File: src/rtl/cpx_accum_dump.sv
// Coherent integrate-and-dump for one CAF bin: sums acc_len accepted complex products
// and presents each block sum in a one-deep valid/ready output register.
module cpx_accum_dump #(
  parameter  int i_bits     = 24,
  parameter  int q_bits     = 24,
  parameter  int acc_len    = 1024,
  localparam int cnt_bits   = $clog2(acc_len),
  localparam int out_i_bits = i_bits + cnt_bits,
  localparam int out_q_bits = q_bits + cnt_bits
) (
  input  logic                         clk,
  input  logic                         rst_n,
  input  logic                         clear,
  input  logic                         m_axis_i_tvalid,
  input  logic signed [i_bits-1:0]     i,
  input  logic                         m_axis_q_tvalid,
  input  logic signed [q_bits-1:0]     q,
  output logic                         s_axis_acc_tvalid,
  input  logic                         s_axis_acc_tready,
  output logic signed [out_i_bits-1:0] acc_i,
  output logic signed [out_q_bits-1:0] acc_q,
  output logic [cnt_bits-1:0]          sample_cnt,
  output logic                         dropped
);

  typedef enum logic {ACCUM, LAST} state_t;

  state_t                       state;
  logic                         accept;
  logic signed [out_i_bits-1:0] sum_i_p0, sum_i_nxt, add_i, dump_i_nxt;
  logic signed [out_q_bits-1:0] sum_q_p0, sum_q_nxt, add_q, dump_q_nxt;
  logic [cnt_bits-1:0]          cnt_nxt;
  logic                         vld_nxt, drop_nxt;

  function automatic logic signed [out_i_bits-1:0] sext_i(input logic signed [i_bits-1:0] x);
    return out_i_bits'(x);
  endfunction

  function automatic logic signed [out_q_bits-1:0] sext_q(input logic signed [q_bits-1:0] x);
    return out_q_bits'(x);
  endfunction

  // Block position is carried entirely by sample_cnt; the state is a decode of it.
  always_comb begin
    state = (sample_cnt == cnt_bits'(acc_len - 1)) ? LAST : ACCUM;
  end

  assign accept = m_axis_i_tvalid & m_axis_q_tvalid & ~clear;
  assign add_i  = sum_i_p0 + sext_i(i);
  assign add_q  = sum_q_p0 + sext_q(q);

  always_comb begin
    sum_i_nxt  = sum_i_p0;
    sum_q_nxt  = sum_q_p0;
    dump_i_nxt = acc_i;
    dump_q_nxt = acc_q;
    cnt_nxt    = sample_cnt;
    vld_nxt    = s_axis_acc_tvalid & ~s_axis_acc_tready;
    drop_nxt   = dropped;
    if (clear) begin
      sum_i_nxt = '0;
      sum_q_nxt = '0;
      cnt_nxt   = '0;
      vld_nxt   = 1'b0;
      drop_nxt  = 1'b0;
    end else if (accept) begin
      if (state == LAST) begin
        dump_i_nxt = add_i;
        dump_q_nxt = add_q;
        sum_i_nxt  = '0;
        sum_q_nxt  = '0;
        cnt_nxt    = '0;
        vld_nxt    = 1'b1;
        // Overwriting a result nobody took this cycle loses it.
        if (s_axis_acc_tvalid & ~s_axis_acc_tready) drop_nxt = 1'b1;
      end else begin
        sum_i_nxt = add_i;
        sum_q_nxt = add_q;
        cnt_nxt   = sample_cnt + cnt_bits'(1);
      end
    end
  end

  // p0: accumulator and dump register
  always_ff @(posedge clk or negedge rst_n) begin
    if (!rst_n) begin
      sum_i_p0          <= '0;
      sum_q_p0          <= '0;
      acc_i             <= '0;
      acc_q             <= '0;
      sample_cnt        <= '0;
      s_axis_acc_tvalid <= 1'b0;
      dropped           <= 1'b0;
    end else begin
      sum_i_p0          <= sum_i_nxt;
      sum_q_p0          <= sum_q_nxt;
      acc_i             <= dump_i_nxt;
      acc_q             <= dump_q_nxt;
      sample_cnt        <= cnt_nxt;
      s_axis_acc_tvalid <= vld_nxt;
      dropped           <= drop_nxt;
    end
  end

endmodule
File: config.mk
export PLATFORM = sky130hd
export DESIGN_NAME = cpx_accum_dump
export DESIGN_NICKNAME = d
export VERILOG_FILES = /design/src/rtl/cpx_accum_dump.sv
export SDC_FILE = /design/constraint.sdc
export NUM_CORES = 1
export LEC_CHECK = 0
export CAP_MARGIN = 20
export CORE_MARGIN = 2
export CORE_UTILIZATION = 40
export CTS_BUF_LIST = sky130_fd_sc_hd__clkbuf_4 sky130_fd_sc_hd__clkbuf_8
export CTS_CLUSTER_DIAMETER = 40
export CTS_CLUSTER_SIZE = 40
export DETAILED_ROUTE_END_ITERATION = 12
export SYNTH_ARGS = -nofsm -noshare
export SYNTH_HDL_FRONTEND = slang
export SYNTH_SLANG_ARGS = --single-unit
File: constraint.sdc
create_clock -name clk -period 2.9 [get_ports clk]
set_clock_uncertainty 0.2 [all_clocks]
set_input_delay 0.435 -clock clk [delete_from_list [all_inputs] [get_ports clk]]
set_output_delay 0.435 -clock clk [all_outputs]
set_load 0.02 [all_outputs]
Yosys cells after proc, flatten, opt, wreduce, memory -nomap -nowiden
Cells that the tools add are included.
{"block": "word_totals", "regBits": 148, "output_inout_bits": 80}
{"block": "classes", "addsub": 3, "n_bitwise": 5, "mux": 17, "eq_ne": 1, "n_reduce_logical": 5}
{"op": "two-way mux 34 bit", "n": 6}
{"op": "adder 34 x 24 -> 34 bit", "n": 2}
{"op": "two-way mux 10 bit", "n": 3}
{"op": "adder 10 x 1 -> 10 bit, second input constant", "n": 1}
{"op": "== test 10 bit, second input constant", "n": 1}
{"op": "two-way mux 1 bit", "n": 8}
{"op": "AND reduction 3 bit", "n": 2}
{"op": "nonzero test 2 bit", "n": 3}
{"op": "bitwise AND 1 bit", "n": 3}
{"op": "inverter 1 bit", "n": 2}

Longest topological paths before layout
{"block": "logic_depth", "ltp_word": 6, "mapped_depth": 11, "mapped_depth_nobuf": 11}

Worst setup path before layout
No wires, ideal clock.
{"block": "synth_path", "kind": "in2reg", "from": "in q[0]", "to": "reg acc_q[26]", "cell_stages": 11, "t_arrival_ns": 2.763, "setup_time_ns": 0.125, "slack_ns": -0.188, "path_buffers": 0, "path_cell_list": "ha_1 > fa_1 > a21oi_4 > o2111ai_4 > a2111oi_4 > o221ai_2 > a21oi_2 > o21ai_2 > a31oi_2 > xnor2_1 > mux2_2"}
{"block": "synth_via", "elab_chain_len": 1}
{"element": "start, declared", "line_no": "17", "text": "input logic signed [q_bits-1:0] q,"}
{"element": "adder 34 x 24 -> 34 bit", "line_no": "50", "text": "assign add_q = sum_q_p0 + sext_q(q);"}
{"element": "end signal, assigned", "line_no": "98", "text": "acc_q <= dump_q_nxt;"}
{"element": "end, declared", "line_no": "21", "text": "output logic signed [out_q_bits-1:0] acc_q,"}
No other way between the ends.
A chain may end at the register's enable or synchronous reset.

Worst setup path after layout
{"block": "layout_path", "from": "reg sum_q_p0[0]", "to": "reg acc_q[26]"}
{"block": "layout_via", "elab_chain_len": 1}
{"element": "start, declared", "line_no": "31", "text": "logic signed [out_q_bits-1:0] sum_q_p0, sum_q_nxt, add_q, dump_q_nxt;"}
{"element": "start signal, assigned", "line_no": "96", "text": "sum_q_p0 <= sum_q_nxt;"}
{"element": "adder 34 x 24 -> 34 bit", "line_no": "50"}
No other way between the ends.

==> insert_results.sql <==
INSERT INTO impl_metrics (metric_group, metric, value, unit) VALUES
('sta', 'timing.final.crit_period', '3.04', 'ns'),
('synth', 'syn_avg_cell_area', '9.91', 'sq um'),
('run_status', 'violations', 'setup timing', ''),
('drt', 'detail_route.wl_per_cell', '16.5', 'microns'),
('setup_path', 'criticalPathCategory', 'flop to flop', ''),
('synth', 'synth_fp_nets', '1037', ''),
('cells_and_area', 'final-instance-count-excl-fill', '1547', ''),
('sta', 'final_critical_path_setup_slack', '-0.137', 'ns'),
('pwr', 'max-vdd-ir-drop', '0.292', 'mV'),
('cells_and_area', 'area.growth.synth_to_final', '46.0', '%'),
('synth', 'ys_seq_elements', '148', ''),
('pwr', 'power_switching', '0.00190', 'W'),
('die', 'die_area', '23900', 'sq um'),
('drt', 'via_count', '8253', ''),
('die', 'chipWidth', '154', 'microns'),
('cells_and_area', 'layout.cells.most_common_list', 'sky130_fd_sc_hd__buf_4, sky130_fd_sc_hd__dfrtp_1, sky130_fd_sc_hd__clkdlybuf4s50_1', ''),
('synth', 'postSynth.asyncResetShare', '1.00', ''),
('die', 'fp-row-count', '55', ''),
('sta', 'final.period_utilization', '1.05', ''),
('cts', 'clk_pin_slew_worst_paths', '0.09', 'ns'),
('setup_path', 'cp.arrival', '3.18', 'ns'),
('synth', 'post_synth_inst_count', '914', ''),
('placement', 'place_area', '12200', 'sq um'),
('placement', 'placed_cell_count', '1501', ''),
('pwr', 'total_leakage_power', '6.25', 'nW'),
('sta', 'worst_slew_pin_slew', '0.606', 'ns'),
('pwr', 'power_frac_seq', '0.371', ''),
('sta', 'finalHoldViolCount', '0', ''),
('cells_and_area', 'layout.nets', '1373', ''),
('drt', 'first_iter_violations', '308', ''),
('pwr', 'power.density_cell_area', '456', 'nW/um^2'),
('pwr', 'report.power.total', '0.00603', 'W'),
('drt', 'routed_via_density', '5.33', ''),
('drt', 'length_of_the_first_detailed_routing_pass_in_iterations', '8', ''),
('sta', 'rsz0062_at_grt', 'true', ''),
('cts', 'cts_root_buffer', 'sky130_fd_sc_hd__clkbuf_8', ''),
('grt', 'grt.total_usage', '0.214', ''),
('grt', 'grt_max_degree', '73', ''),
('synth', 'synth-edff-count', '0', ''),
('grt', 'initial_antenna_violation_count', '0', ''),
('run_status', 'status', 'finished with violations', ''),
('sta', 'timing.fmax', '0.329', 'GHz'),
('hold_path', 'worstHoldPathType', 'flop to flop', ''),
('cells_and_area', 'finalInstanceArea', '13200', 'sq um'),
('setup_path', 'critPathRequiredTime', '3.04', 'ns'),
('pwr', 'power.share.clock', '0.297', ''),
('cts', 'cts_tree', 'done', ''),
('cts', 'cts_sinks', '148', ''),
('drt', 'drc', '0', ''),
('placement', 'place.detailed.hpwl', '18600', 'microns'),
('grt', 'grt_pass1_vias', '8283', ''),
('job', 'drv.max_cap_violation_count', '0', ''),
('die', 'effective_utilization_at_floorplan', '0.404', ''),
('die', 'design.core.area', '22400', 'sq um'),
('synth', 'postSynth.topFlopCell', 'sky130_fd_sc_hd__dfrtp_1', ''),
('sta', 'setup_viol_count_final', '16', ''),
('cts', 'num_cts_buffers', '17', ''),
('synth', 'syn_area', '9050', 'sq um'),
('placement', 'numPortBuffers', '133', ''),
('cells_and_area', 'layout-drive-gt1-share', '0.302', ''),
('placement', 'detailedPlace.worstSlack', '-0.721', 'ns'),
('placement', 'gpl.final_weighted_congestion', '0.859', ''),
('cts', 'clock_insertion_delay_worst_skew', '0.46', 'ns'),
('synth', 'ys_types', '70', ''),
('pwr', 'p_comb_frac', '0.332', ''),
('die', 'die_height', '154', 'microns'),
('die', 'ioPinCount', '134', ''),
('grt', 'grt-ovfl-total', '0', ''),
('pwr', 'power.switching_fraction', '0.315', ''),
('cells_and_area', 'antenna-diode-count', '0', ''),
('sta', 'maxSlewHeadroom', '0.596', ''),
('drt', 'route.antenna.remaining_nets', '0', ''),
('setup_path', 'critical_path.endpoint_type', 'flop', ''),
('cts', 'clock_tree.buffer_depth', '2', ''),
('synth', 'seq_area_frac_synth', '0.409', ''),
('cts', 'htree_num_levels', '4', ''),
('setup_path', 'crit_path_start_kind', 'flop', ''),
('cells_and_area', 'mostFrequentLayoutCell', 'sky130_fd_sc_hd__buf_4', ''),
('setup_path', 'critical_path.max_fanout', '4', ''),
('sta', 'slew_violations', '0', ''),
('pwr', 'power_report.internal_total', '0.00413', 'W'),
('grt', 'grt_pass1_wl', '41400', 'microns'),
('drt', 'totalWireLength', '25600', 'microns'),
('synth', 'synth-warning-count', '0', '');
[area by class of cell]
type | instances | area [sq um]
multi-input cells | 704 | 5550
inverters | 20 | 75.1
well taps | 285 | 357
clock inverters | 12 | 180
clock buffers | 19 | 249
repair buffers | 359 | 3110
flip-flops and latches | 148 | 3700
fillers | 1937 | 9210
[cell usage after synthesis (20+ instances only)]
master,n,area share
sky130_fd_sc_hd__a21oi_1,71,0.039
sky130_fd_sc_hd__mux2_2,44,0.055
sky130_fd_sc_hd__nor2_1,44,0.018
sky130_fd_sc_hd__a21o_1,20,0.017
sky130_fd_sc_hd__a22o_1,46,0.045
sky130_fd_sc_hd__xnor2_1,36,0.035
sky130_fd_sc_hd__o21ai_0,68,0.038
sky130_fd_sc_hd__clkbuf_1,36,0.015
sky130_fd_sc_hd__nand2_1,95,0.039
sky130_fd_sc_hd__inv_1,20,0.0083
sky130_fd_sc_hd__ha_1,67,0.093
sky130_fd_sc_hd__xor2_1,29,0.028
sky130_fd_sc_hd__dfrtp_1,148,0.41
[path summary, 6_finish.rpt]
check,slack [ns],startpoint,depth (start not counted),endpoint
max reg2reg,-0.14,sum_q_p0[0],11,acc_q[26]
min in group asynchronous,0.33,rst_n,2,acc_q[3]
max,-0.14,sum_q_p0[0],11,acc_q[26]
max in group asynchronous,1.36,rst_n,3,acc_i[26]
min,0.29,acc_q[18],2,acc_q[18]
min reg2reg,0.29,acc_q[18],2,acc_q[18]
[worst max-delay path, stage by stage (launching register included)]
cell and delay, ns:
sky130_fd_sc_hd__dfrtp_1 0.41, sky130_fd_sc_hd__ha_4 0.17, sky130_fd_sc_hd__fa_2 0.38, sky130_fd_sc_hd__a21oi_4 0.17, sky130_fd_sc_hd__o2111ai_4 0.18, sky130_fd_sc_hd__a2111oi_4 0.39, sky130_fd_sc_hd__o221ai_2 0.17, sky130_fd_sc_hd__a21oi_2 0.21
sky130_fd_sc_hd__o21ai_2 0.10, sky130_fd_sc_hd__a31oi_2 0.17, sky130_fd_sc_hd__xnor2_1 0.11, sky130_fd_sc_hd__mux2_2 0.27
[layer usage]
| metal | GRT usage | routed length (microns) | up-vias |
|---|---|---|---|
| met3 | 0.0356 | 968 | 26 |
| met1 | 0.285 | 11900 | 4000 |
| met4 | 0.0476 | 284 | 0 |
| met2 | 0.369 | 12400 | 193 |
| li1 | - | - | 4034 |
| met5 | 0 | 0 | - |
[flip-flops by register name (all words and copies together), names as in the netlist]
signal,count
sum_i_p0,34
acc_q,34
sample_cnt,10
acc_i,34
sum_q_p0,34
s_axis_acc_tvalid,1
dropped,1
[kinds of logic (layout without fill, tap and decap cells)]
logic type,after synthesis,count (layout),synth area share
muxes,47,47,0.0580
buffers and inverters,62,410,0.0267
AOI/OAI and AO/OA,298,298,0.232
and+or+nand+nor,225,225,0.114
DFF,148,148,0.409
adders and majority gates,69,69,0.0970
xor gates and xnor gates,65,65,0.0629
[through the flow]
stage / util / hold WS, ns / setup TNS [ns]
global placement: 0.546 / 0.265 / -34.50
global route: 0.589 / 0.321 / -3.48
finish: 0.589 / 0.291 / -0.804
floorplan: - / -0.0606 / -0.0453
CTS: 0.570 / 0.295 / -0.701
detailed placement: 0.546 / 0.276 / -36.24
[timing repair]
action / CTS / global route
hold endpoints to repair: 60 / 0
setup endpoints to repair: 33 / 56
setup buffers: 7 / 8
pin swaps: 24 / 39
hold buffers: 1 / 0
gates resized for setup: 15 / 67
[power by group through the flow]
| stage | clock (W) | sequential, W | combinational (W) |
|---|---|---|---|
| final | 0.00179 | 0.00223 | 0.00200 |
| after global routing | 0.00192 | 0.00225 | 0.00219 |
| after CTS | 0.00183 | 0.00223 | 0.00187 |
| after detailed placement | 0 | 0.00226 | 0.00181 |
| after global placement | 0 | 0.00226 | 0.00179 |
| after floorplan | 0 | 0.00225 | 0.00101 |
No activity file was read; power rests on OpenSTA's default activity.
